--- src/rtl/dmux4way16_buf_if.sv ---
// Bundle of the upstream push port and the four downstream channel ports of
// dmux4way16_buf. master = the side that drives words in and consumes them
// (environment); slave = the demux itself.
//
// Ports:
//   entrada_valid/entrada_dado/entrada_sel/entrada_ready : upstream push handshake
//   saida_valid_X/saida_dado_X/saida_ready_X (X=a..d)    : per-channel pop handshake
//   contador_total                                       : accepted-word counter
interface dmux4way16_buf_if;
  logic        entrada_valid;
  logic [15:0] entrada_dado;
  logic [1:0]  entrada_sel;
  logic        entrada_ready;

  logic        saida_valid_a;
  logic        saida_valid_b;
  logic        saida_valid_c;
  logic        saida_valid_d;
  logic [15:0] saida_dado_a;
  logic [15:0] saida_dado_b;
  logic [15:0] saida_dado_c;
  logic [15:0] saida_dado_d;
  logic        saida_ready_a;
  logic        saida_ready_b;
  logic        saida_ready_c;
  logic        saida_ready_d;

  logic [15:0] contador_total;

  modport master (
    output entrada_valid, entrada_dado, entrada_sel,
    output saida_ready_a, saida_ready_b, saida_ready_c, saida_ready_d,
    input  entrada_ready,
    input  saida_valid_a, saida_valid_b, saida_valid_c, saida_valid_d,
    input  saida_dado_a, saida_dado_b, saida_dado_c, saida_dado_d,
    input  contador_total
  );

  modport slave (
    input  entrada_valid, entrada_dado, entrada_sel,
    input  saida_ready_a, saida_ready_b, saida_ready_c, saida_ready_d,
    output entrada_ready,
    output saida_valid_a, saida_valid_b, saida_valid_c, saida_valid_d,
    output saida_dado_a, saida_dado_b, saida_dado_c, saida_dado_d,
    output contador_total
  );
endinterface

--- src/rtl/dmux4way16_buf.sv ---
// Purpose: 2-entry, 16-bit FIFO used once per demux output channel.
// Latency: word written at edge N is visible at dat_o/vld_o right after edge N.
// Backpressure: full_o high at occupancy 2; a push while full is dropped even if popping.
//
// Ports:
//   clk, reset        : clock, synchronous active-high reset (clears pointers/occupancy)
//   push_i, dat_i     : write strobe and data
//   pop_i             : read strobe (ignored when empty)
//   full_o, vld_o     : occupancy == 2, occupancy != 0
//   dat_o             : entry at the read pointer
module dmux4way16_buf_fifo (
  input  logic        clk,
  input  logic        reset,
  input  logic        push_i,
  input  logic        pop_i,
  input  logic [15:0] dat_i,
  output logic        full_o,
  output logic        vld_o,
  output logic [15:0] dat_o
);
  logic [15:0] mem_q [2];
  logic        wptr_q, wptr_d;
  logic        rptr_q, rptr_d;
  logic [1:0]  occ_q, occ_d;
  logic        do_push, do_pop;

  // Push is judged on the occupancy before this edge's pop, so a full FIFO
  // never accepts a word even when it drains in the same cycle.
  assign do_push = push_i && (occ_q != 2'd2);
  assign do_pop  = pop_i  && (occ_q != 2'd0);

  always_comb begin
    wptr_d = wptr_q ^ do_push;
    rptr_d = rptr_q ^ do_pop;
    occ_d  = occ_q;
    case ({do_push, do_pop})
      2'b10:   occ_d = occ_q + 2'd1;
      2'b01:   occ_d = occ_q - 2'd1;
      default: occ_d = occ_q;
    endcase
  end

  always_ff @(posedge clk) begin
    if (reset) begin
      wptr_q <= 1'b0;
      rptr_q <= 1'b0;
      occ_q  <= 2'd0;
    end else begin
      wptr_q <= wptr_d;
      rptr_q <= rptr_d;
      occ_q  <= occ_d;
    end
  end

  // Storage is not cleared; stale entries are unreachable once occupancy is 0.
  always_ff @(posedge clk) begin
    if (!reset && do_push) begin
      mem_q[wptr_q] <= dat_i;
    end
  end

  assign full_o = (occ_q == 2'd2);
  assign vld_o  = (occ_q != 2'd0);
  assign dat_o  = mem_q[rptr_q];
endmodule

// Purpose: 1-to-4 demux of a 16-bit valid/ready stream into four buffered channels.
// Latency: 1 cycle, zero bubble; per-channel 2-deep FIFO sustains one word per cycle.
// Backpressure: entrada_ready drops only when the selected channel is full; others unaffected.
//
// Ports:
//   clk, reset : clock, synchronous active-high reset
//   bus        : upstream push port, four downstream channels, contador_total
module dmux4way16_buf (
  input  logic             clk,
  input  logic             reset,
  dmux4way16_buf_if.slave  bus
);
  logic [3:0]  ch_full;
  logic [3:0]  ch_vld;
  logic [3:0]  ch_push;
  logic [3:0]  ch_pop;
  logic [3:0]  ch_rdy;
  logic [15:0] ch_dat [4];
  logic [15:0] cnt_q, cnt_d;

  assign ch_rdy = {bus.saida_ready_d, bus.saida_ready_c,
                   bus.saida_ready_b, bus.saida_ready_a};

  // Depends only on the addressed channel's fullness, never on valid or
  // any downstream ready, so a changing sel re-evaluates it immediately.
  assign bus.entrada_ready = !reset && !ch_full[bus.entrada_sel];

  always_comb begin
    ch_push = 4'b0000;
    ch_push[bus.entrada_sel] = bus.entrada_valid && bus.entrada_ready;
  end

  assign ch_pop = ch_vld & ch_rdy;

  for (genvar g = 0; g < 4; g++) begin : g_ch
    dmux4way16_buf_fifo u_fifo (
      .clk    (clk),
      .reset  (reset),
      .push_i (ch_push[g]),
      .pop_i  (ch_pop[g]),
      .dat_i  (bus.entrada_dado),
      .full_o (ch_full[g]),
      .vld_o  (ch_vld[g]),
      .dat_o  (ch_dat[g])
    );
  end

  always_comb begin
    cnt_d = cnt_q;
    if (|ch_push) begin
      cnt_d = cnt_q + 16'd1;
    end
  end

  always_ff @(posedge clk) begin
    if (reset) begin
      cnt_q <= 16'd0;
    end else begin
      cnt_q <= cnt_d;
    end
  end

  assign bus.saida_valid_a  = ch_vld[0];
  assign bus.saida_valid_b  = ch_vld[1];
  assign bus.saida_valid_c  = ch_vld[2];
  assign bus.saida_valid_d  = ch_vld[3];
  assign bus.saida_dado_a   = ch_dat[0];
  assign bus.saida_dado_b   = ch_dat[1];
  assign bus.saida_dado_c   = ch_dat[2];
  assign bus.saida_dado_d   = ch_dat[3];
  assign bus.contador_total = cnt_q;
endmodule

--- src/flat_wrapper.sv ---
// flat-port wrapper written by rule: the top's interface ports become plain ports
module dmux4way16_buf_flat 
  (clk, reset, bus_entrada_valid, bus_entrada_dado, bus_entrada_sel, bus_saida_ready_a, bus_saida_ready_b, bus_saida_ready_c, bus_saida_ready_d, bus_entrada_ready, bus_saida_valid_a, bus_saida_valid_b, bus_saida_valid_c, bus_saida_valid_d, bus_saida_dado_a, bus_saida_dado_b, bus_saida_dado_c, bus_saida_dado_d, bus_contador_total);
  dmux4way16_buf_if bus_i ();
  input  logic clk;
  input  logic reset;
  input wire logic [$bits(bus_i.entrada_valid)-1:0] bus_entrada_valid;
  input wire logic [$bits(bus_i.entrada_dado)-1:0] bus_entrada_dado;
  input wire logic [$bits(bus_i.entrada_sel)-1:0] bus_entrada_sel;
  input wire logic [$bits(bus_i.saida_ready_a)-1:0] bus_saida_ready_a;
  input wire logic [$bits(bus_i.saida_ready_b)-1:0] bus_saida_ready_b;
  input wire logic [$bits(bus_i.saida_ready_c)-1:0] bus_saida_ready_c;
  input wire logic [$bits(bus_i.saida_ready_d)-1:0] bus_saida_ready_d;
  output wire logic [$bits(bus_i.entrada_ready)-1:0] bus_entrada_ready;
  output wire logic [$bits(bus_i.saida_valid_a)-1:0] bus_saida_valid_a;
  output wire logic [$bits(bus_i.saida_valid_b)-1:0] bus_saida_valid_b;
  output wire logic [$bits(bus_i.saida_valid_c)-1:0] bus_saida_valid_c;
  output wire logic [$bits(bus_i.saida_valid_d)-1:0] bus_saida_valid_d;
  output wire logic [$bits(bus_i.saida_dado_a)-1:0] bus_saida_dado_a;
  output wire logic [$bits(bus_i.saida_dado_b)-1:0] bus_saida_dado_b;
  output wire logic [$bits(bus_i.saida_dado_c)-1:0] bus_saida_dado_c;
  output wire logic [$bits(bus_i.saida_dado_d)-1:0] bus_saida_dado_d;
  output wire logic [$bits(bus_i.contador_total)-1:0] bus_contador_total;
  assign bus_i.entrada_valid = bus_entrada_valid;
  assign bus_i.entrada_dado = bus_entrada_dado;
  assign bus_i.entrada_sel = bus_entrada_sel;
  assign bus_i.saida_ready_a = bus_saida_ready_a;
  assign bus_i.saida_ready_b = bus_saida_ready_b;
  assign bus_i.saida_ready_c = bus_saida_ready_c;
  assign bus_i.saida_ready_d = bus_saida_ready_d;
  assign bus_entrada_ready = bus_i.entrada_ready;
  assign bus_saida_valid_a = bus_i.saida_valid_a;
  assign bus_saida_valid_b = bus_i.saida_valid_b;
  assign bus_saida_valid_c = bus_i.saida_valid_c;
  assign bus_saida_valid_d = bus_i.saida_valid_d;
  assign bus_saida_dado_a = bus_i.saida_dado_a;
  assign bus_saida_dado_b = bus_i.saida_dado_b;
  assign bus_saida_dado_c = bus_i.saida_dado_c;
  assign bus_saida_dado_d = bus_i.saida_dado_d;
  assign bus_contador_total = bus_i.contador_total;
  dmux4way16_buf u_core (.clk(clk), .reset(reset), .bus(bus_i));
endmodule
--- config.mk ---
export PLATFORM = sky130hd
export DESIGN_NAME = dmux4way16_buf_flat
export DESIGN_NICKNAME = d
export VERILOG_FILES = /design/src/rtl/dmux4way16_buf_if.sv /design/src/rtl/dmux4way16_buf.sv /design/src/flat_wrapper.sv
export SDC_FILE = /design/constraint.sdc
export NUM_CORES = 1
export LEC_CHECK = 0
export CAP_MARGIN = 20
export CORE_ASPECT_RATIO = 0.75
export CORE_MARGIN = 1
export CORE_UTILIZATION = 30
export CTS_BUF_LIST = sky130_fd_sc_hd__clkbuf_4 sky130_fd_sc_hd__clkbuf_8 sky130_fd_sc_hd__clkbuf_16
export DETAILED_ROUTE_END_ITERATION = 7
export PLACE_DENSITY_LB_ADDON = 0.25
export SLEW_MARGIN = 10
export SYNTH_ARGS = -nofsm -noshare
export SYNTH_HDL_FRONTEND = slang
export SYNTH_SLANG_ARGS = --single-unit
--- constraint.sdc ---
create_clock -name clk -period 4.1 [get_ports clk]
set_clock_uncertainty 0.2 [all_clocks]
set_input_delay 0.41 -clock clk [delete_from_list [all_inputs] [get_ports clk]]
set_output_delay 0.41 -clock clk [all_outputs]
set_load 0.05 [all_outputs]
### Yosys cells after proc, flatten, opt, wreduce, memory -nomap -nowiden

Memories as Yosys holds them, arrays and structs flattened. A register that Yosys moved wholly into a read port is not among the register bits.
Index checks and enable logic that the tools add are counted.

| cells by class | value |
|---|---|
| add/subtract/negate cells | 9 |
| multipliers | 0 |
| div/mod/pow operators | 0 |
| $lt $le $gt $ge | 2 |
| equal/unequal tests | 16 |
| shift-type cells | 0 |
| multiplexer cells | 20 |
| bitwise operators | 10 |
| reductions and logical operators | 26 |

Operators by type and width:

| operator | count |
|---|---|
| $add 16x1->16 const B | 1 |
| $eq 2x2->1 const B | 8 |
| $pmux 2 s2 | 4 |
| $reduce_bool 2->1 | 8 |
| $logic_and 1x1->1 | 15 |
| $mux 1 | 14 |
| $add 2x1->2 const B | 4 |
| $and 4x4->4 | 2 |
| $eq 2x1->1 const B | 4 |
| $ne 2x2->1 const B | 4 |
| $sub 2x1->2 const B | 4 |
| $xor 1x1->1 | 8 |
| $reduce_or 4->1 | 1 |
| $lt 2x3->1 const B | 1 |
| $bmux 1 s2 | 1 |
| $demux 1 s2 | 1 |
| $ge 2x1->1 const B | 1 |
| $logic_not 1->1 | 2 |

| storage, ports and cells | value |
|---|---|
| bits in registers | 32 |
| latch bits | 0 |
| memory bits (writable) | 128 |
| memory bits (read-only) | 0 |
| input port bits | 25 |
| output and inout bits | 85 |
| logic and storage cells | 100 |
| memories | 4 |

Memory list:

| name | depth | bits a word | rd ports | clocked after Yosys merged registers in | write ports | line | text |
|---|---|---|---|---|---|---|---|
| u_core.g_ch[0].u_fifo.mem_q | 2 | 16 | 1 | 1 | 1 | dmux4way16_buf.sv:21 | `logic [15:0] mem_q [2];` |
| u_core.g_ch[1].u_fifo.mem_q | 2 | 16 | 1 | 1 | 1 | dmux4way16_buf.sv:21 |  |
| u_core.g_ch[2].u_fifo.mem_q | 2 | 16 | 1 | 1 | 1 | dmux4way16_buf.sv:21 |  |
| u_core.g_ch[3].u_fifo.mem_q | 2 | 16 | 1 | 1 | 1 | dmux4way16_buf.sv:21 |  |

### Longest topological paths before layout

Gate-level depths: netlist of run 1.

| depth | value |
|---|---|
| word-level depth | 11 |
| depth in mapped cells | 7 |
| depth with buffers taken out | 7 |

### Modules after synthesis

A second synthesis of run 1 with hierarchy kept.

| second synthesis, totals | value |
|---|---|
| cells, all modules | 395 |
| area total of the unflattened synthesis | 6293.5 µm² |

Modules (own cells, without submodules):

| module | times used | cells each | area each (µm²) | seq. area each (µm²) |
|---|---|---|---|---|
| dmux4way16_buf_fifo | 4 | 73 | 1352.5 | 1041.0 |
| dmux4way16_buf | 1 | 103 | 883.3 | 320.3 |

### Worst setup path before layout of run 1

Ideal clock, no wire load.

| timing | value |
|---|---|
| path type | input -> output |
| start | in bus_entrada_sel[0] |
| end | out bus_entrada_ready |
| arrival | 1.911 ns |
| data required time | 3.490 ns |
| slack | 1.579 ns |
| cell stages on the path | 4 |
| buffers on the path | 2 |
| path through | mux4_2 buf_6 clkbuf_1 nor2_1 |

| on the way | value |
|---|---|
| cells in the longest elaborated chain, start to end | 4 |

Ends and longest elaborated chain:

| item | line | text |
|---|---|---|
| start, declared | flat_wrapper.sv:9 | `input wire logic [$bits(bus_i.entrada_sel)-1:0] bus_entrada_sel;` |
| $bmux 1 s2 | dmux4way16_buf.sv:92 | `assign bus.entrada_ready = !reset && !ch_full[bus.entrada_sel];` |
| $mux 1 (implied by the code) | dmux4way16_buf.sv:92 |  |
| $logic_not 1->1 | dmux4way16_buf.sv:92 |  |
| $logic_and 1x1->1 | dmux4way16_buf.sv:92 |  |
| end, declared | flat_wrapper.sv:14 | `output wire logic [$bits(bus_i.entrada_ready)-1:0] bus_entrada_ready;` |

Every way passes these cells. The select of a mux whose other input is x is not followed.

### Final worst setup path of run 1

Ends and elaborated chain as after synthesis.

==> metrics, run 1 <==
Die Height=127 µm; initial antenna violation count=0; Pleak=0.00266 µW; Max-Cap Viols=0; IO Pins=110; Syn Nets=418; CTS clk-pin slew, worst paths=approximately 60 ps; standard-cell rows=45; Hold-fix buffers, CTS=0; drt pass-1 iters=4; Area Growth Syn to Fin=32.3%; predominant post-synthesis flop cell=edfxtp_1; reg2reg start=u_core.g_ch[3].u_fifo.occ_q[0]; Worst VDD drop=222 µV; total power=3830 µW; Initial Util=0.306; EDFF count, synth=128; Final setup viols=0; CTS Buf Count=17; Layout Utilization=0.405; Final Hold Slack=296 ps; Distinct cells, synth=37; die area=approximately 21000 µm²; final period demand of the worst path=3320 ps; pwr dens=467 nW/µm²; Final Hold Fails=0; clk_lat worst skew=410 ps; Port Buf Inserts=between 100 and 150; Mapped Cells=between 300 and 400; largest net degree at the start of global routing=31; critical path type=in -> out; RSZ-0062 raised after global routing=no; Yosys reg bits=between 150 and 200; met3 usage in global routing=0.0359; Hold Crit Depth=2; Tightest Pin Transition=between 1000 and 1500 ps; Worst EP arrival=between 2000 and 3000 ps; CP required=3490 ps; r2r worst-path depth=4; gr usage total=0.135; Iter 0 DRT Violations=between 200 and 250; Filler Cell Count=1859; RR Endpoint=u_core.bus.contador_total[13]; CP Capture Type=output pin; vias per inst=4.69; status=finished, final reports clean; final layout net count=536; CP Max Fanout=30; worst reg2reg setup slack=roughly 1800 ps; Yosys warnings=0; core region area=just over 20000 µm²; H-tree depth=4; Avg Cell Area, Syn=16.0 µm²; vias=about 3600; GPL Wtd Cong=0.738; met1 global-route usage=0.192; WL final=13900 µm; FMAX=0.302 GHz; setup bufs post-CTS=0; vias in the first global route=approximately 3600; # DRC=0; CTS resizes=0; layout cells sized above 1=0.224; Detail Placement HPWL=9050 µm; mapped cell area=6210 µm²; GRT overflow=0; Die W=168 µm; Relative slew margins=0.328; ys async rst share=0; grt peak-use layer=met2; worst min path class=reg -> reg; met2 Resource Use GR=0.201; Finished Layout Cells=around 780; CTS tree=yes; TritonCTS Sinks=160; root buf cell=clkbuf_16; Seq/Total Area, Yosys=0.722; Avg WL per Cell=18.0 µm; hold_sp=u_core.bus.contador_total[15]; Startpoint Class=input pin; Slew Viols, Final=0; DP Cell Count=745; global-route wire length before repair=20800 µm; Routed Antenna Nets=0; Fin Setup TNS=0 ps; ant diodes=0; Hold EP=u_core.bus.contador_total[15]; Clock Path Buffers=2; Final Cycle Share=0.809
==> worst max-delay path, cell delays in order <==
cell             delay [ps]
clkdlybuf4s50_1         530
mux4_2                  780
nor2_1                  170
clkdlybuf4s50_1         810
==> cells in the mapped netlist (2+ instances only) <==
cell type / n / area, µm²
edfxtp_1: 128 / 3840
mux2_2: 64 / 721
dfxtp_1: 32 / 641
nor2_1: 20 / 75.1
a21oi_1: 13 / 65.1
clkbuf_1: 13 / 48.8
xnor2_1: 11 / 96.3
inv_1: 7 / 26.3
nand2_1: 7 / 26.3
nand3_1: 7 / 35.0
or3_1: 7 / 43.8
or4_1: 7 / 52.6
buf_1: 6 / 22.5
nor2b_1: 6 / 37.5
o31ai_1: 6 / 45.0
and2_1: 5 / 31.3
ha_1: 5 / 62.6
o21ai_0: 4 / 20.0
o21ai_1: 4 / 20.0
or2_2: 4 / 25.0
xor2_1: 4 / 35.0
and4_1: 3 / 26.3
nand4_1: 3 / 18.8
nor3_1: 3 / 15.0
o311ai_1: 3 / 26.3
o41ai_1: 3 / 26.3
mux2i_1: 2 / 20.0
nor4_1: 2 / 12.5
==> worst max path at each step <==
| stage | start | end | slack, ps | depth (start not counted) |
|---|---|---|---|---|
| floorplan | bus_entrada_sel[0] | bus_entrada_ready | 1580 | 4 |
| global placement | bus_entrada_sel[0] | bus_entrada_ready | 790 | 4 |
| detailed placement | bus_entrada_sel[0] | bus_entrada_ready | 780 | 4 |
| CTS | bus_entrada_sel[0] | bus_entrada_ready | 770 | 4 |
| global route | bus_entrada_sel[0] | bus_entrada_ready | 700 | 4 |
| finish | bus_entrada_sel[0] | bus_entrada_ready | 780 | 4 |
==> per-stage QoR <==
stage	worst slack [ps]	cell area, µm²
after global routing	704	8220
after global placement	790	7640
after floorplan	1580	6210
final	784	8220
after CTS	774	8220
after detailed placement	780	7640
==> flip-flops by register name, summed over array words and instances (netlist names) <==
name                       flops
u_core.bus.contador_total     16
u_core.g_ch.u_fifo.mem_q     128
u_core.g_ch.u_fifo.occ_q       8
u_core.g_ch.u_fifo.rptr_q      4
u_core.g_ch.u_fifo.wptr_q      4
==> metal layers <==
layer,routed length (µm),part of all wire,up-vias
met2,6080,0.44,97
met3,584,0.042,7
met4,114,0.0082,0
met1,7170,0.51,1823
li1,-,-,1709
met5,0,0,-
==> cell families after synthesis <==
logic type               after synthesis  synth area share
AO/OA/AOI/OAI                         35            0.0352
flip-flops                           160             0.722
XOR/XNOR                              15            0.0211
buffers and inverters                 27            0.0175
multiplexers                          68             0.125
AND/OR/NAND/NOR                       78            0.0695
adder cells (fa/ha/maj)                5            0.0101
==> placed cells by master (no fill, tap or decap), drive strengths merged, types with 2 or more instances in the layout <==
master and count:
nor4 2, or4 7, a21oi 13, clkbuf 19
buf 10, ha 5, clkinv 5, dfxtp 32
nand4 3, clkinvlp 2, bufinv 3, clkdlybuf4s50 109
mux2 65, o311ai 3, or3 7, edfxtp 128
nor2b 6, or2 4, and4 3, and2 5
nor3 3, inv 8, xor2 4, nor2 20
nand2 7, mux2i 2, nand3 7, o31ai 6
xnor2 11, o41ai 3, o21ai 8
==> layout make-up <==
class,instances,area [µm²],share of cell area
inverters,7,26.3,0.00320
flip-flops and latches,160,4480,0.546
clock inverters,11,141,0.0172
repair buffers,119,1170,0.142
clock buffers,19,440,0.0536
multi-input cells,201,1640,0.199
well taps,258,323,0.0393
==> where the power goes <==
group	total [µW]	switching, µW	internal (µW)	leakage (µW)
clock network	1560	604	961	0.000283
logic	452	277	175	0.000958
registers	1820	38.1	1780	0.00142
total	3830	918	2920	0.00266
Note: power is estimated with default switching activity, not from simulation.
==> run 2: changes to the inputs <==
- clock period: 4.1 -> 3.4 ns (I/O delays scaled with it)
==> run 2 against run 1 <==
Effect of this change: routed wire length is 1.1% higher; count of clock-buffer cells in the layout is 1 lower; die area stayed put; non-clock buffer count is 4 higher; flip-flop and latch count stayed put; critical path type is now reg -> out; highest routed layer unchanged.
==> metrics, run 2 (synthesis results as in run 1) <==
status=finished, final reports clean; vias=approximately 3600; Worst EP arrival=2470 ps; # DRC=0; GRT overflow=0; max reg flops=~130; GPL Wtd Cong=between 0.7 and 0.8; Die W=168 µm; Clock Path Buffers=2; Initial Util=0.306; CTS resizes=0; RSZ-0062 raised after global routing=no; CTS clk-pin slew, worst paths=60 ps; WL final=14100 µm; H-tree depth=4; initial antenna violation count=0; Detail Placement HPWL=9020 µm; Worst VDD drop=329 µV; pwr dens=570 nW/µm²; CTS tree=yes; most frequent cells in the layout=edfxtp_1 (128), clkdlybuf4s50_1 (108), mux2_2 (64); Avg WL per Cell=18.1 µm; total power=4730 µW; FMAX=0.333 GHz; Die Height=between 100 and 150 µm; worst min path class=reg -> reg; Tightest Pin Transition=644 ps; Slew Viols, Final=0; final layout net count=540; setup bufs post-CTS=0; gr usage total=0.138; global-route wire length before repair=about 21000 µm; Fin Setup TNS=0 ps; Pleak=0.00270 µW; Final Cycle Share=0.884; Relative slew margins=0.570; Final Hold Fails=0; TritonCTS Sinks=160; register with the most flip-flops=u_core.g_ch.u_fifo.mem_q; CTS Buf Count=17; CP required=roughly 2900 ps; drt pass-1 iters=4; most common cell after layout, fill and taps aside=edfxtp_1; IO Pins=110; Max-Cap Viols=0; die area=between 20000 and 25000 µm²; standard-cell rows=45; root buf cell=clkbuf_16; core region area=20300 µm²; Final Hold Slack=293 ps; Final setup viols=0; Startpoint Class=flip-flop; critical path type=reg -> out; ant diodes=0; vias in the first global route=between 3000 and 4000; Area Growth Syn to Fin=33.5%; Routed Antenna Nets=0; Iter 0 DRT Violations=195; CP Capture Type=output pin; vias per inst=4.66; final period demand of the worst path=3010 ps; CP Max Fanout=11; Port Buf Inserts=109; largest net degree at the start of global routing=31; layout cells sized above 1=0.232; Hold-fix buffers, CTS=0; clk_lat worst skew=410 ps
-- run 2: cell types whose count changed in the layout (fill, tap and decap cells not counted), sizes merged --
| cell | change |
|---|---|
| clkbuf | -1 |
| clkinvlp | -1 |
| bufinv | +1 |
| clkdlybuf4s50 | -1 |
| buf | +5 |
| inv | +1 |
| clkinv | +1 |
-- run 2: stage by stage --
step | instance area, µm² | setup WS, ps | cells | util
after global placement | 7680 | 593 | 749 | 0.379
after global routing | 8300 | 271 | 780 | 0.409
after detailed placement | 7680 | 568 | 749 | 0.379
final | 8300 | 395 | 780 | 0.409
after CTS | 8300 | 352 | 780 | 0.409
after floorplan | 6210 | 950 | 388 | -
-- run 2: per-layer routing --
metal	wire [µm]	share of wire	up-vias	global-route usage
met5	0	0	-	0
met4	218	0.015	0	0.0561
met3	889	0.063	14	0.0290
met2	6460	0.46	112	0.217
met1	6530	0.46	1788	0.187
li1	-	-	1717	-
-- run 2: area by class of cell --
cell class / count / area, µm²
Fill cell: 1871 / 12000
Sequential cell: 160 / 4480
Multi-Input combinational cell: 201 / 1640
Timing Repair Buffer: 123 / 1210
Clock buffer: 18 / 433
Tap cell: 258 / 323
Clock inverter: 13 / 186
Inverter: 7 / 26.3
-- run 2: final timing paths --
kind / startpoint / slack, ps / endpoint / cells after the start
worst max-delay path: u_core.g_ch[3].u_fifo.rptr_q / 390 / bus_saida_dado_d[4] / 3
worst min register to register: u_core.bus.contador_total[15] / 290 / u_core.bus.contador_total[15] / 2
worst min-delay path: u_core.bus.contador_total[15] / 290 / u_core.bus.contador_total[15] / 2
worst max register to register: u_core.g_ch[3].u_fifo.occ_q[0] / 1130 / u_core.bus.contador_total[13] / 4
-- run 2: critical path: stages, from the launching register on --
cell and delay (ps):
dfxtp_1 730, buf_4 280, mux2_2 340, clkdlybuf4s50_1 700
-- run 2: power by group --
part | leakage (µW) | switching, µW | internal, µW
clock network | 0.000301 | 751 | 1240
registers | 0.00142 | 31.2 | 2150
logic | 0.000983 | 348 | 218
total | 0.00270 | 1130 | 3600
==> run 3: changes to the inputs <==
- CAP_MARGIN: 20 -> 30
- CORE_MARGIN: 1 -> unset
==> results of run 3 <==
The final DEF is identical to that of run 2; final timing and power are the same.
